**config.mk**
```make
export PLATFORM = sky130hd
export DESIGN_NAME = yolo_class_vec_packer_flat
export DESIGN_NICKNAME = d
export VERILOG_FILES = /design/src/rtl/yolo_class_vec_packer_pkg.sv /design/src/rtl/yolo_class_vec_packer_if.sv /design/src/rtl/yolo_class_vec_packer.sv /design/src/flat_wrapper.sv
export SDC_FILE = /design/constraint.sdc
export NUM_CORES = 1
export LEC_CHECK = 0
export CAP_MARGIN = 20
export CORE_ASPECT_RATIO = 0.75
export CORE_MARGIN = 10
export CORE_UTILIZATION = 40
export DETAILED_ROUTE_END_ITERATION = 16
export PLACE_DENSITY_LB_ADDON = 0.05
export SLEW_MARGIN = 20
export SYNTH_ARGS = -nofsm -noshare
export SYNTH_HDL_FRONTEND = slang
export SYNTH_SLANG_ARGS = --single-unit
```
**constraint.sdc**
```tcl
create_clock -name clk -period 24.8 [get_ports clk]
set_clock_uncertainty 0.15 [all_clocks]
set_input_delay 3.72 -clock clk [delete_from_list [all_inputs] [get_ports clk]]
set_output_delay 3.72 -clock clk [all_outputs]
set_load 0.02 [all_outputs]
```
**src/rtl/yolo_class_vec_packer_pkg.sv**
```systemverilog
// ----------------------------------------------------------------------------
// Package: yolo_class_vec_packer_pkg
// Purpose: Shared constants and types for the YOLO class-score vector packer.
//          Describes how one anchor's 40 int8 class scores are split into
//          5 beats of 8 scores each.
// Contents:
//   SCORE_W      bits per class score (int8)
//   CLS_PER_GRP  scores carried by one 64-bit beat
//   NUM_GRP      beats per anchor vector (comparator bank is 5 lanes wide)
//   NUM_CLS      classes per anchor
//   BEAT_CNT_W   width of the beat counter (0..NUM_GRP-1)
//   COL_IDX_W    width of an index into the 4-entry collect buffer
// ----------------------------------------------------------------------------
package yolo_class_vec_packer_pkg;

    localparam int SCORE_W     = 8;
    localparam int CLS_PER_GRP = 8;
    localparam int NUM_GRP     = 5;
    localparam int NUM_CLS     = CLS_PER_GRP * NUM_GRP;
    localparam int BEAT_CNT_W  = $clog2(NUM_GRP);
    localparam int COL_IDX_W   = $clog2(NUM_GRP - 1);

    typedef logic [BEAT_CNT_W-1:0] beat_cnt_t;

    localparam beat_cnt_t LAST_BEAT = beat_cnt_t'(NUM_GRP - 1);

endpackage

```
**src/rtl/yolo_class_vec_packer_if.sv**
```systemverilog
// ----------------------------------------------------------------------------
// Interface: yolo_class_vec_packer_if
// Purpose: Bundles the score-beat input stream and the packed anchor-vector
//          output stream of the class-vector packer.
// Signals:
//   s_data/s_valid/s_ready/s_last   64-bit score beat stream (8 x int8)
//   pc1..pc5                        packed anchor vector, classes 0-7..32-39
//   pc_valid/pc_ready               vector handshake
//   pc_anchor_id                    anchor index of presented vector
//   pc_last                         presented vector is the layer's last
// Modports:
//   slave   packer view (consumes beats, produces vectors)
//   master  environment view (produces beats, consumes vectors)
// ----------------------------------------------------------------------------
interface yolo_class_vec_packer_if #(
    parameter int DATA_W = 64,
    parameter int CNT_W  = 16
);

    logic [DATA_W-1:0] s_data;
    logic              s_valid;
    logic              s_ready;
    logic              s_last;

    logic [DATA_W-1:0] pc1;
    logic [DATA_W-1:0] pc2;
    logic [DATA_W-1:0] pc3;
    logic [DATA_W-1:0] pc4;
    logic [DATA_W-1:0] pc5;
    logic              pc_valid;
    logic              pc_ready;
    logic [CNT_W-1:0]  pc_anchor_id;
    logic              pc_last;

    modport slave (
        input  s_data, s_valid, s_last, pc_ready,
        output s_ready, pc1, pc2, pc3, pc4, pc5, pc_valid, pc_anchor_id, pc_last
    );

    modport master (
        output s_data, s_valid, s_last, pc_ready,
        input  s_ready, pc1, pc2, pc3, pc4, pc5, pc_valid, pc_anchor_id, pc_last
    );

endinterface

```
**src/rtl/yolo_class_vec_packer.sv**
```systemverilog
// ----------------------------------------------------------------------------
// Module: yolo_class_vec_packer
// Purpose: Feeder for the 5-lane class-score comparator bank. Collects 5
//          consecutive 64-bit beats of int8 class scores (40 classes, one
//          anchor) and presents them as pc1..pc5 with a valid/ready handshake,
//          tagged with a per-layer anchor index and a last-of-layer flag.
// Ports:
//   clk                rising-edge clock
//   rst                synchronous active-high reset
//   yolo_layer_finish  synchronous clear of all packing state (rst wins)
//   bus (slave)        beat stream in, packed vector out (see interface)
//   layer_done         1-cycle pulse when the pc_last vector is taken
//   pack_err           sticky: s_last seen on a beat other than the 5th
// Notes:
//   The output is a single register slice. Beat 4 is only stalled when that
//   slice is full and not being drained, so drain+refill in one cycle keeps
//   the throughput at one vector per NUM_GRP beats.
//   NUM_GRP must stay 5: the output port set is fixed at pc1..pc5.
// ----------------------------------------------------------------------------
module yolo_class_vec_packer
    import yolo_class_vec_packer_pkg::*;
#(
    parameter int DATA_W  = SCORE_W * CLS_PER_GRP,
    parameter int CNT_W   = 16
) (
    input  logic                         clk,
    input  logic                         rst,
    input  logic                         yolo_layer_finish,
    yolo_class_vec_packer_if.slave       bus,
    output logic                         layer_done,
    output logic                         pack_err
);

    logic [DATA_W-1:0] r_collect [0:NUM_GRP-2];
    beat_cnt_t         r_beat_cnt;
    logic [DATA_W-1:0] r_pc_p1   [0:NUM_GRP-1];
    logic              r_vld_p1;
    logic              r_last_p1;
    logic [CNT_W-1:0]  r_anchor_id_p1;
    logic [CNT_W-1:0]  r_anchor_cnt;
    logic              r_layer_done;
    logic              r_pack_err;

    logic w_clr;
    logic w_last_beat;
    logic w_s_ready;
    logic w_s_fire;
    logic w_pc_fire;
    logic w_load;
    logic w_frame_err;
    logic w_layer_end;

    assign w_clr       = rst | yolo_layer_finish;
    assign w_last_beat = (r_beat_cnt == LAST_BEAT);
    // Only the closing beat can stall, and only if the held vector is not
    // leaving this cycle; nothing is accepted during a clear.
    assign w_s_ready   = !w_clr && !(w_last_beat && r_vld_p1 && !bus.pc_ready);
    assign w_s_fire    = bus.s_valid && w_s_ready;
    assign w_pc_fire   = r_vld_p1 && bus.pc_ready && !w_clr;
    assign w_load      = w_s_fire && w_last_beat;
    assign w_frame_err = w_s_fire && bus.s_last && !w_last_beat;
    assign w_layer_end = w_pc_fire && r_last_p1;

    // ---- Stage 0: beat collection ----
    always_ff @(posedge clk) begin
        if (w_clr) begin
            r_beat_cnt <= '0;
            for (int i = 0; i < NUM_GRP - 1; i++) begin
                r_collect[i] <= '0;
            end
        end else if (w_s_fire) begin
            // A closing beat or a premature s_last both restart the group;
            // the partial group is simply abandoned on a framing error.
            if (w_last_beat || bus.s_last) begin
                r_beat_cnt <= '0;
            end else begin
                r_collect[r_beat_cnt[COL_IDX_W-1:0]] <= bus.s_data;
                r_beat_cnt <= r_beat_cnt + beat_cnt_t'(1);
            end
        end
    end

    // ---- Stage 1: output holding slice ----
    always_ff @(posedge clk) begin
        if (w_clr) begin
            for (int i = 0; i < NUM_GRP; i++) begin
                r_pc_p1[i] <= '0;
            end
            r_vld_p1       <= 1'b0;
            r_last_p1      <= 1'b0;
            r_anchor_id_p1 <= '0;
        end else if (w_load) begin
            for (int i = 0; i < NUM_GRP - 1; i++) begin
                r_pc_p1[i] <= r_collect[i];
            end
            r_pc_p1[NUM_GRP-1] <= bus.s_data;
            r_vld_p1           <= 1'b1;
            r_last_p1          <= bus.s_last;
            r_anchor_id_p1     <= r_anchor_cnt;
        end else if (w_pc_fire) begin
            r_vld_p1  <= 1'b0;
            r_last_p1 <= 1'b0;
        end
    end

    // ---- Layer bookkeeping: anchor counter, done pulse, sticky error ----
    always_ff @(posedge clk) begin
        if (w_clr) begin
            r_anchor_cnt <= '0;
            r_layer_done <= 1'b0;
            r_pack_err   <= 1'b0;
        end else begin
            r_layer_done <= w_layer_end;
            if (w_frame_err) begin
                r_pack_err <= 1'b1;
            end
            // End of layer (good or broken) restarts numbering; this takes
            // precedence over an increment from a load in the same cycle.
            if (w_layer_end || w_frame_err) begin
                r_anchor_cnt <= '0;
            end else if (w_load) begin
                r_anchor_cnt <= r_anchor_cnt + CNT_W'(1);
            end
        end
    end

    assign bus.s_ready      = w_s_ready;
    assign bus.pc1          = r_pc_p1[0];
    assign bus.pc2          = r_pc_p1[1];
    assign bus.pc3          = r_pc_p1[2];
    assign bus.pc4          = r_pc_p1[3];
    assign bus.pc5          = r_pc_p1[4];
    assign bus.pc_valid     = r_vld_p1;
    assign bus.pc_anchor_id = r_anchor_id_p1;
    assign bus.pc_last      = r_last_p1;
    assign layer_done       = r_layer_done;
    assign pack_err         = r_pack_err;

endmodule

```
**src/flat_wrapper.sv**
```systemverilog
// flat-port wrapper written by rule: the top's interface ports become plain ports
module yolo_class_vec_packer_flat import yolo_class_vec_packer_pkg::*;
#(
    parameter int DATA_W  = SCORE_W * CLS_PER_GRP,
    parameter int CNT_W   = 16
)
  (clk, rst, yolo_layer_finish, layer_done, pack_err, bus_s_data, bus_s_valid, bus_s_last, bus_pc_ready, bus_s_ready, bus_pc1, bus_pc2, bus_pc3, bus_pc4, bus_pc5, bus_pc_valid, bus_pc_anchor_id, bus_pc_last);
  yolo_class_vec_packer_if #(.DATA_W(DATA_W), .CNT_W(CNT_W)) bus_i ();
  input  logic clk;
  input  logic rst;
  input  logic yolo_layer_finish;
  output logic layer_done;
  output logic pack_err;
  input wire logic [$bits(bus_i.s_data)-1:0] bus_s_data;
  input wire logic [$bits(bus_i.s_valid)-1:0] bus_s_valid;
  input wire logic [$bits(bus_i.s_last)-1:0] bus_s_last;
  input wire logic [$bits(bus_i.pc_ready)-1:0] bus_pc_ready;
  output wire logic [$bits(bus_i.s_ready)-1:0] bus_s_ready;
  output wire logic [$bits(bus_i.pc1)-1:0] bus_pc1;
  output wire logic [$bits(bus_i.pc2)-1:0] bus_pc2;
  output wire logic [$bits(bus_i.pc3)-1:0] bus_pc3;
  output wire logic [$bits(bus_i.pc4)-1:0] bus_pc4;
  output wire logic [$bits(bus_i.pc5)-1:0] bus_pc5;
  output wire logic [$bits(bus_i.pc_valid)-1:0] bus_pc_valid;
  output wire logic [$bits(bus_i.pc_anchor_id)-1:0] bus_pc_anchor_id;
  output wire logic [$bits(bus_i.pc_last)-1:0] bus_pc_last;
  assign bus_i.s_data = bus_s_data;
  assign bus_i.s_valid = bus_s_valid;
  assign bus_i.s_last = bus_s_last;
  assign bus_i.pc_ready = bus_pc_ready;
  assign bus_s_ready = bus_i.s_ready;
  assign bus_pc1 = bus_i.pc1;
  assign bus_pc2 = bus_i.pc2;
  assign bus_pc3 = bus_i.pc3;
  assign bus_pc4 = bus_i.pc4;
  assign bus_pc5 = bus_i.pc5;
  assign bus_pc_valid = bus_i.pc_valid;
  assign bus_pc_anchor_id = bus_i.pc_anchor_id;
  assign bus_pc_last = bus_i.pc_last;
  yolo_class_vec_packer #(.DATA_W(DATA_W), .CNT_W(CNT_W)) u_core (.clk(clk), .rst(rst), .yolo_layer_finish(yolo_layer_finish), .bus(bus_i), .layer_done(layer_done), .pack_err(pack_err));
endmodule
```
==> impl_metrics.toml <==
[status]
outcome = "complete, no violations"

[synthesis]
syn_avg_cell_area_um2 = 16.00
synth_top_cell_by_area = "edfxtp_1"
synth_cells = 1430
synthArstFlopShare_pct = 0
syn_area_um2 = 22880
synth.most_common_cell = "and2_1"
synth_cell_types = 36
synthTopCellsByArea = "edfxtp_1 (76%), and2_1 (16%), dfxtp_1 (3.4%)"
synth.cells.most_frequent = "and2_1 (579), edfxtp_1 (576), clkbuf_1 (67)"
netlist.area_leader.share_pct = 75.59
ys_seq_elements = 615
synth_edf_count = 576
synth_nets = 1503
yosys_warnings = 0
seq_area_frac_synth_pct = 79.01
synth_top_flop_cell = "edfxtp_1"

[global_route]
grt_max_degree = 120
grt_usage_pct = 16.25
grt.overflow.total = 0
grt_pass1_vias = 12290
grt_antenna_before_repair = 1
grt_pass1_wl_um = 82280

[sta]
max_slew.worst_pin.slew_ns = 1.076
finalCriticalPeriod_ns = 9.257
timing.final.crit_share_pct = 37.33
slew_headroom_pct = 28.26
worst_slack_ns = 15.54
setup-violations-final = 0
tns_ns = 0
hold_viol = 0
rsz0062_at_grt = "no"
slew_violations = 0
fmax_ghz = 0.1080

[layout]
final_area_um2 = 29660
multiInputGateArea_um2 = 4526
diodes = 0
fin_util_pct = 52.69
fillCellCount = 4706
finalNonFillerCells = 2622
syn_to_final_growth_pct = 29.65
final_nets = 1916
drive_gt1_share_pct = 5.764
seq_area_um2 = 18080

[routing]
drt_iter0_drc = 863
wl_per_cell_um = 21.45
wirelength_um = 56250
ant_nets = 0
dr.pass1.iters = 5
vias = 12190
via_per_inst = 4.649
drc_errors = 0

[floorplanning]
boundaryPins = 411
dieArea_um2 = 67270
fp.coreArea_um2 = 56300
die_w_um = 296.2
die_y_um = 227.1
initial_utilization_pct = 40.64
rows = 75

[critical_path]
end_kind = "output pin"
path_class = "in -> out"
r2r_cells = 7
crit_required_ns = 20.93
arrival_ns = 5.39
start_kind = "input port"
crit_fanout = 10

[clock_network]
clkSinkCount = 615
postCtsHoldBufs = 0
cts.repair.resized = 0
cts_root_buffer = "clkbuf_16"
cts_htree_levels = 2
cts_buffer_depth = 3
clk_latency_ns = 0.60
cts_setup_buffers = 0
path_clk_slew_ns = 0.06
tritoncts = "built"
cts_buffers = 60

[power_and_ir_drop]
leakage_nw = 11.12
ir_drop_uv = 50.12
powerDensity_nw_per_um2 = 73.98

[placed_design]
portBuffers = 410
dp_cells = 2510
routabilityCongestion = 0.7528
preCtsSetupSlack_ns = 15.56
dp_hpwl_um = 34920
place_area_um2 = 27750

[run]
drv_cap = 0

[min_path]
holdPathStages = 2
min_path_type = "reg -> reg"
[flip-flops by register name (all words and copies together), names as in the netlist]
register                 cells
u_core.r_beat_cnt            3
u_core.r_anchor_cnt         16
u_core.bus.pc_anchor_id     16
u_core.bus.pc_valid          1
u_core.r_collect           256
u_core.pack_err              1
u_core.layer_done            1
u_core.r_pc_p1             320
u_core.bus.pc_last           1
[layer usage]
layer / vias to the layer above / part of all wire [%] / track usage (%)
li1: 5814 / - / -
met1: 6014 / 42 / 20.65
met2: 282 / 48 / 26.74
met3: 78 / 7.4 / 5.237
met4: 2 / 1.8 / 3.969
met5: - / 0.030 / 0
[final timing paths]
kind                                from                           to  slack, ns
max                         bus_pc_ready                  bus_s_ready      15.54
min          u_core.bus.pc_anchor_id[13]  u_core.bus.pc_anchor_id[13]       0.30
min reg2reg  u_core.bus.pc_anchor_id[13]  u_core.bus.pc_anchor_id[13]       0.30
max reg2reg         u_core.r_beat_cnt[0]        u_core.r_pc_p1[0][31]      20.01
[cell families (layout without fill, tap and decap cells)]
kind of cell | after synthesis | in the layout | share of synthesized area, %
simple gates | 679 | 679 | 18.08
flops | 615 | 615 | 79.01
buf+inv | 80 | 541 | 1.416
compound gates | 50 | 50 | 1.214
fa+ha+maj | 3 | 3 | 0.1641
xor+xnor | 3 | 3 | 0.1149
[area by class of cell]
class	instances	area share [%]
Inverter	5	0.06327
Multi-Input combinational cell	735	15.26
Clock buffer	82	5.652
Timing Repair Buffer	426	14.35
Tap cell	731	3.083
Sequential cell	615	60.94
Clock inverter	28	0.6580
[cells in the final DEF (no fill, tap or decap), drive strengths merged]
master / synthesis / layout
nor3: 1 / 1
edfxtp: 576 / 576
nand2b: 5 / 5
and2: 579 / 579
nand2: 46 / 46
a211oi: 1 / 1
a21oi: 31 / 31
o21ai: 7 / 7
inv: 5 / 5
xnor2: 1 / 1
ha: 3 / 3
clkbuf: 67 / 82
nand3: 9 / 9
o31ai: 6 / 6
or3: 8 / 8
a22oi: 1 / 1
buf: 8 / 16
or4: 5 / 5
nor2: 9 / 9
or2: 2 / 2
dfxtp: 39 / 39
and3: 9 / 9
clkinv: 0 / 25
o21a: 1 / 1
clkdlybuf4s50: 0 / 410
and4bb: 1 / 1
o211ai: 1 / 1
xor2: 2 / 2
or4b: 1 / 1
a31oi: 2 / 2
bufinv: 0 / 3
nand4: 4 / 4
[per-stage QoR]
stage          hold slack [ns]  total power [mW]
6_report                0.3045             2.195
5_1_grt                 0.3318             2.267
4_1_cts                 0.3066             2.220
3_5_place_dp            0.2980             1.338
3_3_place_gp            0.2997             1.337
2_1_floorplan           0.2901             1.262
[worst max-delay path: stages]
cell,delay [ns]
clkdlybuf4s50_1,0.50
nand2b_1,0.35
o21a_1,0.19
clkdlybuf4s50_1,0.63
[where the power goes]
group	total (mW)	switching, mW	internal, mW
Combinational	0.127	0.0771	0.0497
Clock	0.883	0.383	0.500
Sequential	1.19	0.0113	1.17
Note: power is estimated with default switching activity, not from simulation.
